===== src/rtl/mem_arb_pkg.sv =====
// ============================================================================
// Module      : mem_arb_pkg
// Description : Shared types and constants for the two-port memory arbiter.
// Revision    : 1.0 - initial release
// ============================================================================
`default_nettype none

package mem_arb_pkg;

    localparam int DEF_ADDR_W = 32;
    localparam int DEF_DATA_W = 256;

    localparam logic PORT_I = 1'b0;
    localparam logic PORT_D = 1'b1;

    typedef enum logic [1:0] {
        IDLE = 2'd0,
        GNT0 = 2'd1,
        GNT1 = 2'd2
    } arb_state_e;

endpackage

`default_nettype wire


===== src/rtl/mem_arb_if.sv =====
// ============================================================================
// Module      : mem_arb_if
// Description : Requester and memory-side signals of the arbiter, bundled.
// Revision    : 1.0 - initial release
// ============================================================================
`default_nettype none

interface mem_arb_if
    import mem_arb_pkg::*;
#(
    parameter int ADDR_W = DEF_ADDR_W,
    parameter int DATA_W = DEF_DATA_W
);
    logic              p0_req_i;
    logic              p0_write_i;
    logic [ADDR_W-1:0] p0_addr_i;
    logic [DATA_W-1:0] p0_data_i;
    logic [DATA_W-1:0] p0_data_o;
    logic              p0_ack_o;

    logic              p1_req_i;
    logic              p1_write_i;
    logic [ADDR_W-1:0] p1_addr_i;
    logic [DATA_W-1:0] p1_data_i;
    logic [DATA_W-1:0] p1_data_o;
    logic              p1_ack_o;

    logic              mem_enable_o;
    logic              mem_write_o;
    logic [ADDR_W-1:0] mem_addr_o;
    logic [DATA_W-1:0] mem_data_o;
    logic [DATA_W-1:0] mem_data_i;
    logic              mem_ack_i;

    // Arbiter view
    modport master (
        input  p0_req_i, p0_write_i, p0_addr_i, p0_data_i,
        output p0_data_o, p0_ack_o,
        input  p1_req_i, p1_write_i, p1_addr_i, p1_data_i,
        output p1_data_o, p1_ack_o,
        output mem_enable_o, mem_write_o, mem_addr_o, mem_data_o,
        input  mem_data_i, mem_ack_i
    );

    // Caches-plus-memory view
    modport slave (
        output p0_req_i, p0_write_i, p0_addr_i, p0_data_i,
        input  p0_data_o, p0_ack_o,
        output p1_req_i, p1_write_i, p1_addr_i, p1_data_i,
        input  p1_data_o, p1_ack_o,
        input  mem_enable_o, mem_write_o, mem_addr_o, mem_data_o,
        output mem_data_i, mem_ack_i
    );

endinterface

`default_nettype wire


===== src/rtl/mem_arb_pick.sv =====
// ============================================================================
// Module      : mem_arb_pick
// Description : Combinational winner select; round-robin on last grant, or
//               fixed dcache priority when MEM_ARB_DCACHE_PRIO_EN is defined.
// Revision    : 1.0 - initial release
// ============================================================================
`default_nettype none

module mem_arb_pick
    import mem_arb_pkg::*;
(
`ifndef MEM_ARB_DCACHE_PRIO_EN
    input  logic last_i,
`endif
    input  logic req0_i,
    input  logic req1_i,
    output logic gnt_o,
    output logic valid_o
);

    always_comb begin
        valid_o = req0_i | req1_i;
        gnt_o   = PORT_I;
        if (req0_i && req1_i) begin
`ifdef MEM_ARB_DCACHE_PRIO_EN
            gnt_o = PORT_D;
`else
            // Tie goes to whichever port was not served last
            gnt_o = ~last_i;
`endif
        end else if (req1_i) begin
            gnt_o = PORT_D;
        end
    end

endmodule

`default_nettype wire


===== src/rtl/mem_arbiter.sv =====
// ============================================================================
// Module      : mem_arbiter
// Description : Shares one memory port between icache (port 0) and dcache
//               (port 1). Option macro: MEM_ARB_DCACHE_PRIO_EN.
// Revision    : 1.0 - initial release
// ============================================================================
`default_nettype none

module mem_arbiter
    import mem_arb_pkg::*;
#(
    parameter int ADDR_W = DEF_ADDR_W,
    parameter int DATA_W = DEF_DATA_W
) (
    input  logic      clk_i,
    input  logic      rst_i,
    mem_arb_if.master bus
);

    arb_state_e        state_q, state_d;
    logic              mem_enable_q, mem_enable_d;
    logic              mem_write_q, mem_write_d;
    logic [ADDR_W-1:0] mem_addr_q, mem_addr_d;
    logic [DATA_W-1:0] mem_data_q, mem_data_d;
`ifndef MEM_ARB_DCACHE_PRIO_EN
    logic              last_q, last_d;
`endif

    logic              w_pick_gnt;
    logic              w_pick_valid;

    mem_arb_pick u_pick (
`ifndef MEM_ARB_DCACHE_PRIO_EN
        .last_i  (last_q),
`endif
        .req0_i  (bus.p0_req_i),
        .req1_i  (bus.p1_req_i),
        .gnt_o   (w_pick_gnt),
        .valid_o (w_pick_valid)
    );

    always_comb begin
        state_d      = state_q;
        mem_enable_d = mem_enable_q;
        mem_write_d  = mem_write_q;
        mem_addr_d   = mem_addr_q;
        mem_data_d   = mem_data_q;
`ifndef MEM_ARB_DCACHE_PRIO_EN
        last_d       = last_q;
`endif
        unique case (state_q)
            IDLE: begin
                if (w_pick_valid) begin
                    mem_enable_d = 1'b1;
                    if (w_pick_gnt == PORT_D) begin
                        state_d     = GNT1;
                        mem_write_d = bus.p1_write_i;
                        mem_addr_d  = bus.p1_addr_i;
                        mem_data_d  = bus.p1_data_i;
                    end else begin
                        state_d     = GNT0;
                        mem_write_d = bus.p0_write_i;
                        mem_addr_d  = bus.p0_addr_i;
                        mem_data_d  = bus.p0_data_i;
                    end
                end
            end
            GNT0, GNT1: begin
                // Address and data stay as-is after the ack; only enable/write drop
                if (bus.mem_ack_i) begin
                    state_d      = IDLE;
                    mem_enable_d = 1'b0;
                    mem_write_d  = 1'b0;
`ifndef MEM_ARB_DCACHE_PRIO_EN
                    last_d       = (state_q == GNT1) ? PORT_D : PORT_I;
`endif
                end
            end
            default: begin
                state_d = IDLE;
            end
        endcase
    end

    always_ff @(posedge clk_i or posedge rst_i) begin
        if (rst_i) begin
            state_q      <= IDLE;
            mem_enable_q <= 1'b0;
            mem_write_q  <= 1'b0;
            mem_addr_q   <= '0;
            mem_data_q   <= '0;
`ifndef MEM_ARB_DCACHE_PRIO_EN
            last_q       <= PORT_D;
`endif
        end else begin
            state_q      <= state_d;
            mem_enable_q <= mem_enable_d;
            mem_write_q  <= mem_write_d;
            mem_addr_q   <= mem_addr_d;
            mem_data_q   <= mem_data_d;
`ifndef MEM_ARB_DCACHE_PRIO_EN
            last_q       <= last_d;
`endif
        end
    end

    assign bus.mem_enable_o = mem_enable_q;
    assign bus.mem_write_o  = mem_write_q;
    assign bus.mem_addr_o   = mem_addr_q;
    assign bus.mem_data_o   = mem_data_q;

    assign bus.p0_ack_o  = bus.mem_ack_i & (state_q == GNT0);
    assign bus.p1_ack_o  = bus.mem_ack_i & (state_q == GNT1);
    assign bus.p0_data_o = bus.mem_data_i;
    assign bus.p1_data_o = bus.mem_data_i;

endmodule

`default_nettype wire


===== src/flat_wrapper.sv =====
// flat-port wrapper written by rule: the top's interface ports become plain ports
module mem_arbiter_flat import mem_arb_pkg::*;
#(
    parameter int ADDR_W = DEF_ADDR_W,
    parameter int DATA_W = DEF_DATA_W
)
  (clk_i, rst_i, bus_p0_req_i, bus_p0_write_i, bus_p0_addr_i, bus_p0_data_i, bus_p0_data_o, bus_p0_ack_o, bus_p1_req_i, bus_p1_write_i, bus_p1_addr_i, bus_p1_data_i, bus_p1_data_o, bus_p1_ack_o, bus_mem_enable_o, bus_mem_write_o, bus_mem_addr_o, bus_mem_data_o, bus_mem_data_i, bus_mem_ack_i);
  mem_arb_if #(.ADDR_W(ADDR_W), .DATA_W(DATA_W)) bus_i ();
  input  logic clk_i;
  input  logic rst_i;
  input wire logic [$bits(bus_i.p0_req_i)-1:0] bus_p0_req_i;
  input wire logic [$bits(bus_i.p0_write_i)-1:0] bus_p0_write_i;
  input wire logic [$bits(bus_i.p0_addr_i)-1:0] bus_p0_addr_i;
  input wire logic [$bits(bus_i.p0_data_i)-1:0] bus_p0_data_i;
  output wire logic [$bits(bus_i.p0_data_o)-1:0] bus_p0_data_o;
  output wire logic [$bits(bus_i.p0_ack_o)-1:0] bus_p0_ack_o;
  input wire logic [$bits(bus_i.p1_req_i)-1:0] bus_p1_req_i;
  input wire logic [$bits(bus_i.p1_write_i)-1:0] bus_p1_write_i;
  input wire logic [$bits(bus_i.p1_addr_i)-1:0] bus_p1_addr_i;
  input wire logic [$bits(bus_i.p1_data_i)-1:0] bus_p1_data_i;
  output wire logic [$bits(bus_i.p1_data_o)-1:0] bus_p1_data_o;
  output wire logic [$bits(bus_i.p1_ack_o)-1:0] bus_p1_ack_o;
  output wire logic [$bits(bus_i.mem_enable_o)-1:0] bus_mem_enable_o;
  output wire logic [$bits(bus_i.mem_write_o)-1:0] bus_mem_write_o;
  output wire logic [$bits(bus_i.mem_addr_o)-1:0] bus_mem_addr_o;
  output wire logic [$bits(bus_i.mem_data_o)-1:0] bus_mem_data_o;
  input wire logic [$bits(bus_i.mem_data_i)-1:0] bus_mem_data_i;
  input wire logic [$bits(bus_i.mem_ack_i)-1:0] bus_mem_ack_i;
  assign bus_i.p0_req_i = bus_p0_req_i;
  assign bus_i.p0_write_i = bus_p0_write_i;
  assign bus_i.p0_addr_i = bus_p0_addr_i;
  assign bus_i.p0_data_i = bus_p0_data_i;
  assign bus_p0_data_o = bus_i.p0_data_o;
  assign bus_p0_ack_o = bus_i.p0_ack_o;
  assign bus_i.p1_req_i = bus_p1_req_i;
  assign bus_i.p1_write_i = bus_p1_write_i;
  assign bus_i.p1_addr_i = bus_p1_addr_i;
  assign bus_i.p1_data_i = bus_p1_data_i;
  assign bus_p1_data_o = bus_i.p1_data_o;
  assign bus_p1_ack_o = bus_i.p1_ack_o;
  assign bus_mem_enable_o = bus_i.mem_enable_o;
  assign bus_mem_write_o = bus_i.mem_write_o;
  assign bus_mem_addr_o = bus_i.mem_addr_o;
  assign bus_mem_data_o = bus_i.mem_data_o;
  assign bus_i.mem_data_i = bus_mem_data_i;
  assign bus_i.mem_ack_i = bus_mem_ack_i;
  mem_arbiter #(.ADDR_W(ADDR_W), .DATA_W(DATA_W)) u_core (.clk_i(clk_i), .rst_i(rst_i), .bus(bus_i));
endmodule

===== config.mk =====
export PLATFORM = sky130hd
export DESIGN_NAME = mem_arbiter_flat
export DESIGN_NICKNAME = d
export VERILOG_FILES = /design/src/rtl/mem_arb_pkg.sv /design/src/rtl/mem_arb_if.sv /design/src/rtl/mem_arb_pick.sv /design/src/rtl/mem_arbiter.sv /design/src/flat_wrapper.sv
export SDC_FILE = /design/constraint.sdc
export NUM_CORES = 1
export LEC_CHECK = 0
export CORE_AREA = 2 2 638 640
export CTS_BUF_LIST = sky130_fd_sc_hd__clkbuf_2
export DETAILED_ROUTE_END_ITERATION = 8
export DIE_AREA = 0 0 640 642
export PLACE_DENSITY = 0.3
export SYNTH_ARGS = -nofsm -noshare
export SYNTH_HDL_FRONTEND = slang
export SYNTH_SLANG_ARGS = --single-unit

===== constraint.sdc =====
create_clock -name clk_i -period 10.8 [get_ports clk_i]
set_input_delay 2.7 -clock clk_i [delete_from_list [all_inputs] [get_ports clk_i]]
set_output_delay 2.7 -clock clk_i [all_outputs]
set_load 0.02 [all_outputs]

---- Yosys cells after proc, flatten, opt, wreduce, memory -nomap -nowiden ----
Cells that the tools add are included.
cells by class
  equality and inequality tests ........... 4
  muxes and demuxes ....................... 15
  bitwise operators ....................... 4
  reductions and logical operators ........ 8
operators by type and width
  operator                                       count
  two-way mux 256 bit                            1
  two-way mux 32 bit                             1
  two-way mux 1 bit                              7
  two-way mux 2 bit                              3
  AND reduction 2 bit                            3
  != test 2 bit, second input constant           2
  case mux 1 bit (2 select lines)                2
  case mux 2 bit (2 select lines)                1
  AND reduction 3 bit                            1
  bitwise AND 1 bit                              2
  == test 2 x 1 -> 1 bit, second input constant  1
  == test 2 bit, second input constant           1
  logical NOT 2 bit                              1
  nonzero test 2 bit                             1
  OR reduction 2 bit                             1
  logical AND 1 bit                              1
  inverter 1 bit                                 1
  bitwise OR 1 bit                               1
word-level totals
  flip-flop bits (word level) ............. 293
  bits of input ports ..................... 839
  output and inout port bits .............. 804
  word-level logic and storage cells ...... 37

---- Depth between registers and ports, before layout ----
  word-level depth ........................ 5
  gate-level depth with buffers ........... 9
  depth with buffers taken out ............ 5

---- Modules after synthesis ----
A second synthesis with hierarchy kept.
unflattened totals
  cell total of the unflattened synthesis .. 1,795
  area, all modules ....................... 17,314.1 µm²
modules (own cells, without submodules)
  module        times used  cells an instance  area an instance (µm²)  sequential area each (µm²)
  mem_arbiter   1           1,793              17,300.3                7,333.3
  mem_arb_pick  1           2                  13.8                    0.0

---- Least setup slack after synthesis ----
No wires, ideal clock.
  kind .................................... input to output
  from .................................... in bus_mem_ack_i
  to ...................................... out bus_p0_ack_o
  arrival time ............................ 2,916 ps
  slack ................................... 5,184 ps
  cell stages on the path ................. 1
  cell sequence ........................... and2_1
between the ends
  cells in the longest elaborated chain, start to end .. 1
RTL lines
  what               RTL line            text
  start, declared    flat_wrapper.sv:28  input wire logic [$bits(bus_i.mem_ack_i)-1:0] bus_mem_ack_i;
  bitwise AND 1 bit  mem_arbiter.sv:112  assign bus.p0_ack_o = bus.mem_ack_i & (state_q == GNT0);
  end, declared      flat_wrapper.sv:16  output wire logic [$bits(bus_i.p0_ack_o)-1:0] bus_p0_ack_o;
Every way passes these cells.

---- Worst setup path in the final report ----
  from .................................... in bus_mem_ack_i
  to ...................................... out bus_p1_ack_o
between the ends
  cells in the longest elaborated chain, start to end .. 1
RTL lines
  what               RTL line            text
  bitwise AND 1 bit  mem_arbiter.sv:113  assign bus.p1_ack_o = bus.mem_ack_i & (state_q == GNT1);
  end, declared      flat_wrapper.sv:22  output wire logic [$bits(bus_i.p1_ack_o)-1:0] bus_p1_ack_o;
Every way passes these cells.

==> out/qor.yml <==
rsz0062_at_grt: "false"
ys_top_cells_by_area: "dfrtp_1 (42%), buf_4 (22%), mux2i_1 (16%)"
setup_tns_ps: 0
ff2ff_setup_slack_ps: 7290
grt_pass1_vias: 15327
clk_latency_ps: 1570
synth_xor_area_share_pct: 0
grt_overflow_total: 0
synth_top_area_share_pct: 41.6
p_leak_nw: 10.4
synth.most_common_cell: "buf_4"
placed_cells: 7501
drc: 0
use_met3_pct: 11.3
min_period_ps: 7320
cts_resized: 0
wire_per_inst_um: 27.2
ioPinCount: 1643
netlist_area_um2: 17600
htree_levels: 3
synth_top_cell_by_area: "dfrtp_1"
yosys.cell_types.count: 27
dr.first_iter.drc_count: 846
cp-end-kind: "output port"
peakVddDrop_mv: 0.147
viasPerCell: 2.01
whs_ps: 489
cts_root_buf: "clkbuf_2"
fin_util_pct: 7.33
crit_family: "buffers and inverters"
crit_top_cell: "clkdlybuf4s50_1"
yosysWarnings: 0
drive_above_1_share_pct: 8.17
worst_r2r_endpoint: "u_core.bus.mem_data_o[170]$_DFFE_PP0P_"
cts_sinks: 293
stdcell_count: 7704
max_freq_mhz: 137
antenna_found_initial: 201
path_buf_inv: 2
maxSlewViolCount: 0
r2r_cells: 7
synthSimpleGateAreaFrac_pct: 6.47
synth.top_cells.by_count: "buf_4 (518), dfrtp_1 (292), mux2i_1 (289), nand2_1 (289), o21ai_1 (284)"
arrival_ps: 4620
dp_hpwl_mm: 187
nets: 3023
synth_ff_type: "dfrtp_1"
tightest_slew_ps: 1160
floorplan.rows: 234
cts_buffer_depth: 4
syn_inst: 1792
ys_ff_latch: 293
r2r_start: "u_core.state_q[0]$_DFFE_PP0P_"
clkTransAtPathRegs_ps: 70
finalWirelength_mm: 209
hold_start: "u_core.bus.mem_data_o[196]$_DFFE_PP0P_"
timing.final.crit_share_pct: 67.8
required_ps: 8100
cap_violations: 0
hold_path_end: "u_core.bus.mem_data_o[196]$_DFFE_PP0P_"
first_pass_iters: 5
avgSynthCellArea_um2: 9.81
async_reset_ff_share_pct: 100
postCtsSetupBuffers: 0
worstHoldPathType: "flop to flop"
grtUsageMet1_pct: 7.85
die_area_um2: 411000
setup_ws_ps: 3480
gp_congestion: 0.787
grt_usage_pct: 9.87
cts_buffers: 105
place_ws_ps: 3390
muxShareOfSynthArea_pct: 16.5
synth_top_family_by_area: "buffers and inverters"
setup_violations: 0
chipHeight_um: 642
grt_max_degree: 209
synth_edf_count: 0
outcome: "finished, final reports clean"
dieWidth_um: 640
met2_usage_pct: 15.4
cp-start-kind: "primary input"
antenna_left: 0
hold_violations: 0
cts_tree: "done"
initial_core_util_pct: 4.35
cp_max_fo: 4
ys_seq_area_share_pct: 41.7
skew_ps: 256
holdPathStages: 2
port_buffers: 874
timing.critical_path.slowest_cell_delay_ps: 740
hold_buffers: 0
power-per-cell-area_nw_per_um2: 225
timing.setup.critical_path_class: "primary input to output port"
syn-num-nets: 2635
cp_slowest_cell: "clkdlybuf4s50_1"
layout-area-overhead-vs-synth_pct: 68.5
core_um2: 404000
crit_path_cell_trace: "clkdlybuf4s50_1 -> and2_1 -> clkdlybuf4s50_1"
synth-compound-area-share_pct: 8.57
busiest_layer: "met2"
vias: 15486
synthAdderAreaFrac_pct: 0.285
grt_pass1_wl_mm: 246
maxSlewHeadroom_pct: 22.4
[state kept, by name, summed over array words and instances (netlist names)]
name	cells
u_core.bus.mem_addr_o	32
u_core.bus.mem_enable_o	1
u_core.bus.mem_data_o	256
u_core.bus.mem_write_o	1
u_core.last_q	1
u_core.state_q	2
[worst max-delay path by stage]
stage / startpoint / end / slack [ps] / cells past startpoint
after floorplan: rst_i / u_core.bus.mem_addr_o[0]$_DFFE_PP0P_ / 10 / 1
after global placement: bus_mem_ack_i / bus_p1_ack_o / 3380 / 3
after detailed placement: bus_mem_ack_i / bus_p1_ack_o / 3390 / 3
after CTS: bus_mem_ack_i / bus_p1_ack_o / 3380 / 3
after global routing: bus_mem_ack_i / bus_p1_ack_o / 3430 / 3
final: bus_mem_ack_i / bus_p1_ack_o / 3480 / 3
[worst reg2reg max path, cell delays in order, from the launching register on]
cell and delay [ps]:
dfrtp_1 400, inv_1 80, ha_1 240, o21ai_4 90
buf_4 380, buf_4 910, buf_4 850, o21ai_1 250
[per-layer routing]
| metal | wire [um] | part of all wire [%] | vias up |
|---|---|---|---|
| li1 | - | - | 6296 |
| met1 | 58100 | 28 | 6768 |
| met2 | 91300 | 44 | 1589 |
| met3 | 50100 | 24 | 641 |
| met4 | 7520 | 3.6 | 192 |
| met5 | 2420 | 1.2 | - |
[where the power goes]
group          switching (mW)  leakage (nW)  total (mW)  internal, mW
Combinational            2.10          6.17        3.63          1.53
Sequential              0.310          3.58        1.96          1.65
Clock                   0.687         0.698        1.09         0.399
Total                    3.10          10.4        6.68          3.58
[cell families after synthesis]
family / after synthesis
multiplexers: 290
buffers and inverters: 613
flip-flops: 293
adder cells (fa/ha/maj): 4
AO/OA/AOI/OAI: 294
AND/OR/NAND/NOR: 298
[cell usage in the layout (no fill, tap or decap), types with 3 or more instances in the layout]
master           count
clkbuf_2           151
diode_2             25
clkdlybuf4s50_1    874
clkinv_2             5
mux2i_1            289
inv_1                4
buf_4               11
ha_1                 4
o21ai_1            284
nand2_1            289
o21ai_2              3
dfrtp_1            292
buf_12               4
clkinv_1            18
[cell type report]
type,instances,area [um^2]
fillers,47351,375000
multi-input cells,886,5610
flip-flops and latches,293,7330
clock inverters,27,143
well taps,5428,6790
inverters,5,26.3
diodes,25,62.6
repair buffers,889,8910
clock buffers,151,756
[metrics by stage]
stage	power, mW	cell area (um^2)
2_1_floorplan	4.03	17600
3_3_place_gp	5.70	28700
3_5_place_dp	5.72	28700
4_1_cts	6.93	29600
5_1_grt	7.19	29600
6_report	6.68	29600
Power figures use the tool's default switching activity.
